$ cat config.mk
export PLATFORM = sky130hd
export DESIGN_NAME = spu_sequencer
export DESIGN_NICKNAME = d
export VERILOG_FILES = /design/src/rtl/spu_pkg.sv /design/src/rtl/spu_seq_fifo.sv /design/src/rtl/spu_sequencer.sv
export SDC_FILE = /design/constraint.sdc
export NUM_CORES = 1
export LEC_CHECK = 0
export ABC_AREA = 1
export ABC_CLOCK_PERIOD_IN_PS = 3500
export CAP_MARGIN = 20
export CORE_MARGIN = 4
export CORE_UTILIZATION = 60
export CTS_CLUSTER_SIZE = 8
export DETAILED_ROUTE_END_ITERATION = 7
export PLACE_DENSITY = 0.92
export SYNTH_ARGS = -nofsm -noshare
export SYNTH_HDL_FRONTEND = slang
export SYNTH_SLANG_ARGS = --single-unit
$ cat constraint.sdc
create_clock -name clk -period 3.5 [get_ports clk]
set_input_delay 0.35 -clock clk [delete_from_list [all_inputs] [get_ports clk]]
set_output_delay 0.35 -clock clk [all_outputs]
set_load 0.005 [all_outputs]
$ cat src/rtl/spu_pkg.sv
// spu_pkg: opcodes and command/result types shared by the TinySPU sequencer.
package spu_pkg;
    typedef enum logic [3:0] {
        OP_NOP     = 4'd0,
        OP_ADD     = 4'd1,
        OP_SUB     = 4'd2,
        OP_MUL     = 4'd3,
        OP_AND     = 4'd4,
        OP_OR      = 4'd5,
        OP_XOR     = 4'd6,
        OP_NOT     = 4'd7,
        OP_SHL     = 4'd8,
        OP_SHR     = 4'd9,
        OP_MIN     = 4'd10,
        OP_MAX     = 4'd11,
        OP_ABS     = 4'd12,
        OP_CMP     = 4'd13,
        OP_MAC     = 4'd14,
        OP_DOTPROD = 4'd15
    } spu_op_e;

    typedef struct packed {
        logic [3:0] op;
        logic [3:0] a;
        logic [3:0] b;
        logic [3:0] c;
        logic [3:0] d;
        logic       chain;
    } spu_cmd_t;

    typedef struct packed {
        logic [3:0] op;
        logic [3:0] m;
        logic [3:0] n;
    } spu_res_t;
endpackage

$ cat src/rtl/spu_seq_fifo.sv
// spu_seq_fifo: W-bit, D-entry (power of 2) FIFO with registered occupancy count.
module spu_seq_fifo #(
    parameter int W = 8,
    parameter int D = 4
) (
    input  logic                 clk,
    input  logic                 rst_n,
    input  logic                 i_push,
    input  logic [W-1:0]         i_data,
    input  logic                 i_pop,
    output logic [W-1:0]         o_data,
    output logic [$clog2(D):0]   o_count
);
    localparam int AW = $clog2(D);

    logic [W-1:0]  r_mem [D];
    logic [AW-1:0] r_wp, r_rp;
    logic [AW:0]   r_cnt;

    always_ff @(posedge clk) begin
        if (i_push) r_mem[r_wp] <= i_data;
    end

    always_ff @(posedge clk) begin
        if (!rst_n) begin
            r_wp  <= '0;
            r_rp  <= '0;
            r_cnt <= '0;
        end else begin
            if (i_push) r_wp <= r_wp + 1'b1;
            if (i_pop) r_rp <= r_rp + 1'b1;
            r_cnt <= r_cnt + (AW+1)'(i_push) - (AW+1)'(i_pop);
        end
    end

    assign o_data  = r_mem[r_rp];
    assign o_count = r_cnt;
endmodule

$ cat src/rtl/spu_sequencer.sv
// spu_sequencer: credit-limited command scheduler in front of the fixed-latency TinySPU.
// Define SPU_SEQ_CHAIN_EN to let a command take A/B from the previous result.
module spu_sequencer
    import spu_pkg::*;
#(
    parameter int CMD_DEPTH = 4,
    parameter int RES_DEPTH = 4,
    parameter int SPU_LAT   = 2
) (
    input  logic       clk,
    input  logic       rst_n,
    input  logic       cmd_valid,
    output logic       cmd_ready,
    input  logic [3:0] cmd_op,
    input  logic [3:0] cmd_a,
    input  logic [3:0] cmd_b,
    input  logic [3:0] cmd_c,
    input  logic [3:0] cmd_d,
    input  logic       cmd_chain,
    output logic [3:0] spu_op,
    output logic [3:0] spu_a,
    output logic [3:0] spu_b,
    output logic [3:0] spu_c,
    output logic [3:0] spu_d,
    input  logic [3:0] spu_m,
    input  logic [3:0] spu_n,
    output logic       res_valid,
    input  logic       res_ready,
    output logic [3:0] res_m,
    output logic [3:0] res_n,
    output logic [3:0] res_op,
    output logic       busy
);
    localparam int CAW = $clog2(CMD_DEPTH);
    localparam int RAW = $clog2(RES_DEPTH);
`ifdef SPU_SEQ_CHAIN_EN
    localparam int CW = $bits(spu_cmd_t);
`else
    localparam int CW = $bits(spu_cmd_t) - 1;
`endif

    logic [CW-1:0]      w_cmd_in, w_cmd_out;
    logic [CAW:0]       w_cmd_cnt;
    logic [RAW:0]       w_res_cnt, r_inflight;
    spu_cmd_t           w_head;
    spu_res_t           w_res_in, w_res_out;
    logic               w_push, w_issue, w_stall, w_credit, w_cap, w_pop, r_iv;
    logic [3:0]         w_a, w_b;
    logic [SPU_LAT-1:0] r_vld;
    logic [3:0]         r_tag [SPU_LAT];

`ifdef SPU_SEQ_CHAIN_EN
    logic [3:0] r_last_m, r_last_n;
    assign w_cmd_in = {cmd_op, cmd_a, cmd_b, cmd_c, cmd_d, cmd_chain};
    assign w_head   = w_cmd_out;
    assign w_stall  = w_head.chain && r_inflight != '0;
    assign w_a      = w_head.chain ? r_last_m : w_head.a;
    assign w_b      = w_head.chain ? r_last_n : w_head.b;
    always_ff @(posedge clk) begin
        if (!rst_n) begin
            r_last_m <= '0;
            r_last_n <= '0;
        end else if (w_cap) begin
            r_last_m <= spu_m;
            r_last_n <= spu_n;
        end
    end
`else
    logic w_unused;
    assign w_cmd_in = {cmd_op, cmd_a, cmd_b, cmd_c, cmd_d};
    assign w_head   = spu_cmd_t'({w_cmd_out, 1'b0});
    assign w_stall  = 1'b0;
    assign w_a      = w_head.a;
    assign w_b      = w_head.b;
    assign w_unused = cmd_chain ^ w_head.chain;
`endif

    // Credit covers every op between issue and result pop, so the result FIFO cannot overflow.
    assign cmd_ready = w_cmd_cnt != (CAW+1)'(CMD_DEPTH);
    assign w_push    = cmd_valid && cmd_ready;
    assign w_credit  = ({1'b0, r_inflight} + {1'b0, w_res_cnt}) < (RAW+2)'(RES_DEPTH);
    assign w_issue   = w_cmd_cnt != '0 && w_credit && !w_stall;
    assign w_cap     = r_vld[SPU_LAT-1];
    assign w_res_in  = '{op: r_tag[SPU_LAT-1], m: spu_m, n: spu_n};
    assign res_valid = w_res_cnt != '0;
    assign w_pop     = res_valid && res_ready;
    assign {res_op, res_m, res_n} = res_valid ? w_res_out : '0;
    assign busy      = w_cmd_cnt != '0 || r_inflight != '0 || res_valid;

    spu_seq_fifo #(.W(CW), .D(CMD_DEPTH)) u_cmd (
        .clk(clk), .rst_n(rst_n), .i_push(w_push), .i_data(w_cmd_in),
        .i_pop(w_issue), .o_data(w_cmd_out), .o_count(w_cmd_cnt)
    );

    spu_seq_fifo #(.W($bits(spu_res_t)), .D(RES_DEPTH)) u_res (
        .clk(clk), .rst_n(rst_n), .i_push(w_cap), .i_data(w_res_in),
        .i_pop(w_pop), .o_data(w_res_out), .o_count(w_res_cnt)
    );

    always_ff @(posedge clk) begin
        if (!rst_n) begin
            spu_op     <= '0;
            spu_a      <= '0;
            spu_b      <= '0;
            spu_c      <= '0;
            spu_d      <= '0;
            r_iv       <= 1'b0;
            r_vld      <= '0;
            r_inflight <= '0;
        end else begin
            spu_op     <= w_issue ? w_head.op : '0;
            spu_a      <= w_issue ? w_a : '0;
            spu_b      <= w_issue ? w_b : '0;
            spu_c      <= w_issue ? w_head.c : '0;
            spu_d      <= w_issue ? w_head.d : '0;
            r_iv       <= w_issue;
            r_vld      <= (r_vld << 1) | SPU_LAT'(r_iv);
            r_inflight <= r_inflight + (RAW+1)'(w_issue) - (RAW+1)'(w_cap);
        end
    end

    always_ff @(posedge clk) begin
        r_tag[0] <= spu_op;
        for (int k = 1; k < SPU_LAT; k++) r_tag[k] <= r_tag[k-1];
    end

    a_res_room: assert property (@(posedge clk) disable iff (!rst_n)
        !(w_cap && w_res_cnt == (RAW+1)'(RES_DEPTH)));
endmodule

Word-level counts from Yosys, hierarchy flattened
Memory sizes are Yosys's and may differ from the RTL's. A register that Yosys moved wholly into a read port is not among the register bits.
Index checks and enable logic that the tools add are counted.

storage, ports and cells
  memory bits (writable) = 136
  input port bits = 33
  register bits = 20
  memories kept = 3
  word-level logic and storage cells = 43

memory list
  name         words  width  rd ports  clocked after Yosys merged registers in  wr ports  RTL line             text
  u_cmd.r_mem  4      20     1         1                                        1         spu_seq_fifo.sv:16   logic [W-1:0] r_mem [D];
  u_res.r_mem  4      12     1         1                                        1         spu_seq_fifo.sv:16
  r_tag        2      4      2         0                                        2         spu_sequencer.sv:50  logic [3:0] r_tag [SPU_LAT];

cells by class
  bitwise operators = 1
  add/subtract/negate cells = 11
  muxes and demuxes = 7
  order comparisons = 1
  reductions and logical operators = 10
  equal/unequal tests = 1

operators by type and width
  operator               count
  $mux W12               1
  $add A3 B1 Y3          3
  $reduce_bool A3 Y1     3
  $sub A3 B1 Y3          3
  $add A2 B1 Y2 const B  4
  $add A3 B3 Y4          1
  $lt A4 B3 Y1 const B   1
  $mux W1                4
  $mux W2                2
  $logic_and A1 B1 Y1    3
  $ne A3 B3 Y1 const B   1
  $logic_or A1 B1 Y1     2
  $or A2 B1 Y2           1
  $reduce_and A2 Y1      1
  $logic_not A1 Y1       1

Logic depth before layout (Yosys ltp)
  depth after elaboration = 5
  depth in mapped cells = 13
  gate-level depth less buffers = 13

By module
From an unflattened synthesis, not the netlist that was laid out.

unflattened totals
  cells, all modules = 598
  area total of the unflattened synthesis = 7070.5 µm²

by module, submodules not included
  module                 times used  cells an instance  area an instance (µm²)
  spu_seq_fifo at u_cmd  1           270                3470.8
  spu_seq_fifo at u_res  1           184                2327.2
  spu_sequencer          1           144                1272.5

Least setup slack after synthesis
Ideal clock, no wire load.

  path type = reg-to-reg
  from = register r_inflight[2]
  to = register u_cmd.r_cnt[2], in the netlist u_cmd.o_count[2]
  stages on the path, launching flop included = 13
  setup time = 120 ps
  setup slack = 1438 ps
  path buffers = 0
  arrival time = 1943 ps
  cell sequence = dfxtp_1 -> ha_1 -> inv_1 -> nand2_1 -> clkinv_1 -> nand3_4 -> inv_1 -> ha_1 -> inv_1 -> ha_1 -> fa_1 -> xor2_1 -> nor2_1

between the ends
  word-level cells in the longest chain between the ends = 4

RTL lines
  what                      RTL line              text
  start: declaration        spu_sequencer.sv:44   logic [RAW:0] w_res_cnt, r_inflight;
  start signal: assignment  spu_sequencer.sv:118  r_inflight <= r_inflight + (RAW+1)'(w_issue) - (RAW+1)'(w_cap);
  $add A3 B3 Y4             spu_sequencer.sv:81   assign w_credit = ({1'b0, r_inflight} + {1'b0, w_res_cnt}) < (RAW+2)'(RES_DEPTH);
  $lt A4 B3 Y1              spu_sequencer.sv:81
  $logic_and A1 B1 Y1       spu_sequencer.sv:82   assign w_issue = w_cmd_cnt != '0 && w_credit && !w_stall;
  via u_cmd.i_pop           spu_seq_fifo.sv:10    input logic i_pop,
  $sub A3 B1 Y3             spu_seq_fifo.sv:32    r_cnt <= r_cnt + (AW+1)'(i_push) - (AW+1)'(i_pop);
  end signal: assignment    spu_seq_fifo.sv:32
  end: declaration          spu_seq_fifo.sv:18    logic [AW:0] r_cnt;

The timed path passes the listed nets, and every way through them passes these cells.
A chain may end at the register's enable or synchronous reset.

==> reports/metrics.yaml <==
outcome:
  status: "complete, no violations"
yosys:
  syn_inst: 574
  synthArstFlopShare_pct: 0
  synth_cell_type_count: 26
  synth_area_leaders: "edfxtp_1 (56%), dfxtp_1 (15%), nor2_1 (6.6%)"
  synth_ff_type: "edfxtp_1"
  synth_edf_count: 128
  yosys-top-cells-count: "edfxtp_1 (128), nor2_1 (121), inv_1 (52)"
  synth_area_per_cell_um2: 11.9
  ys_ff_latch: 178
  synth_seq_area_share_pct: 70.8
  synth_nets: 626
  yosysMostFrequentCell: "edfxtp_1"
  yosysTopAreaCellShare_pct: 56.2
  yosysWarnings: 0
  post-synth-top-area-cell: "edfxtp_1"
  synth_area_mm2: 0.00684
drt:
  drc: 0
  vias_per_cell: 5.39
  wl_um: 13300
  met3_length_um: 900
  wirelength_met1_um: 5240
  dr.first_iter.drc_count: 341
  highest_layer: "met4"
  drtPass1Iterations: 5
  dr_total_vias: 4275
  wl_met2_um: 7030
  post_drt_wl_per_cell_um: 16.8
  drtAntennaViolNets: 0
critical_path:
  cp_slowest_cell: "dfxtp_1"
  worstPathRequired_ns: 3.15
  critPathArrivalTime_ns: 2.64
  crit_type: "reg -> out"
  path_cells: "inv_2, o21ai_0, a21oi_1, clkdlybuf4s50_1"
  cp-end-kind: "primary output"
  worst_setup_path_start_kind: "flop"
  slowest_delay_ns: 0.92
  cp_max_fo: 25
die:
  die_h_um: 115
  die_w_um: 115
  ios: 68
  die_area_mm2: 0.0132
  start_util_pct: 62.3
  core_mm2: 0.0110
  row_count: 38
final_layout:
  multi_input_area_mm2: 0.00162
  area_growth_pct: 19.1
  drive_gt1_share_pct: 10.9
  layout.nets: 692
  nFillCells: 678
  diodes: 0
  regArea_mm2: 0.00484
placement:
  gp_congestion: 0.734
  place_hpwl_um: 8070
  pre_cts_ws_ns: 0.994
  io_buffer_count: 66
sta:
  worst_slew_pin_slew_ns: 0.924
  finalSetupViolations: 0
  hold_violations: 0
  clock_skew_ns: 0.00742
  setup_tns_ns: 0
  maxSlewViolCount: 0
  max_freq_mhz: 334
  rsz0062_at_grt: "no"
  fin_crit_sh_pct: 85.5
  post-route-min-period_ns: 2.99
  slew-limit-headroom_pct: 38.3
  worst_slack_ns: 0.508
global_routing:
  grt_overflow: 0
  grt_usage_pct: 21.3
  grt_antenna_before_repair: 0
  grt_max_degree: 45
  grt_pass1_vias: 4399
  grt_pass1_wl_um: 21400
cts:
  hold_buffers: 0
  htreeDepth: 4
  cts.sinks: 178
  clk_pin_slew_worst_paths_ns: 0.06
  cts_root_buf: "clkbuf_16"
  post_cts_buffers: 0
  cts.repair.resized: 0
  clockBufferDepth: 2
  cts_tree: "built"
  clkLatencyLatePin_ns: 0.42
  numCtsBuffers: 17
power_and_ir_drop:
  powerDensity_mw_per_mm2: 782
  p_leak_nw: 3.09
  vdd_ir_drop_max_mv: 0.439
job:
  drv_cap: 0
min_path:
  hold_class: "reg -> reg"
==> layout make-up <==
type	instances	area share (%)
clock buffer	23	6.13
clock inverter	9	0.860
inverter	62	2.86
multi-input combinational	309	19.9
sequential	178	59.4
tap	140	2.15
timing repair buffer	72	8.66
==> logic make-up (layout without fill, tap and decap cells) <==
group | Yosys count | in the layout | share of synthesized area, %
compound gates | 113 | 113 | 8.26
xor+xnor | 6 | 6 | 0.768
fa+ha+maj | 19 | 19 | 3.80
buf+inv | 87 | 166 | 5.65
flops | 178 | 178 | 70.8
simple gates | 171 | 171 | 10.7
==> report_power, final <==
part	switching, mW	internal (mW)	total, mW
clock network	0.758	1.02	1.78
logic	1.07	0.778	1.85
registers	0.167	2.58	2.75
==> flip-flops by register name (all words and copies together) (netlist names), named ones only <==
name           cells
spu_c              4
u_res.r_wp         2
spu_d              4
r_iv               1
u_cmd.o_count      3
r_tag              8
u_res.r_mem       48
u_cmd.r_mem       80
spu_a              4
spu_b              4
u_cmd.r_rp         2
u_cmd.r_wp         2
r_vld              2
u_res.r_rp         2
spu_op             4
u_res.o_count      3
r_inflight         3
==> per-stage QoR <==
step / area (µm²) / util, % / hold WS [ns] / cells / power (mW)
after detailed placement: 7580 / 69.0 / 0.315 / 761 / 4.62
after CTS: 8150 / 74.2 / 0.323 / 793 / 6.42
final: 8150 / 74.2 / 0.320 / 793 / 6.38
after floorplan: 6840 / - / 0.310 / 574 / 3.92
after global placement: 7580 / 69.0 / 0.311 / 761 / 4.50
after global routing: 8150 / 74.2 / 0.331 / 793 / 6.76
==> critical path: cells and delay by family, from the launching register on <==
kind / cells / cell delay [ns]
flops: 1 / 0.92
buf+inv: 2 / 0.84
compound gates: 2 / 0.45
==> layer usage <==
metal / vias to the layer above / global-route usage, %
li1: 2053 / -
met1: 2066 / 24.3
met2: 140 / 39.2
met3: 16 / 5.89
met4: 0 / 6.03
met5: - / 0
==> layout by cell type (no fill, tap or decap), drive strengths merged <==
cell type / synthesis / layout
a21oi: 22 / 22
buf: 21 / 6
clkbuf: 4 / 23
clkdlybuf4s50: 0 / 66
clkinv: 4 / 8
clkinvlp: 0 / 1
dfxtp: 50 / 50
edfxtp: 128 / 128
fa: 3 / 3
ha: 16 / 16
inv: 58 / 62
nand2: 23 / 23
nand3: 4 / 4
nor2: 143 / 143
nor4: 1 / 1
o21ai: 91 / 91
xnor2: 1 / 1
xor2: 5 / 5
==> final timing paths <==
| path | start | end | slack (ns) | depth (start not counted) |
|---|---|---|---|---|
| worst min register to register | r_tag[0][2] | r_tag[0][6] | 0.32 | 0 |
| worst min-delay path | r_tag[0][2] | r_tag[0][6] | 0.32 | 0 |
| worst max register to register | u_res.o_count[2] | u_cmd.o_count[2] | 1.26 | 12 |
| worst max-delay path | flop | res_m[0] | 0.51 | 4 |
Power figures use the tool's default switching activity.
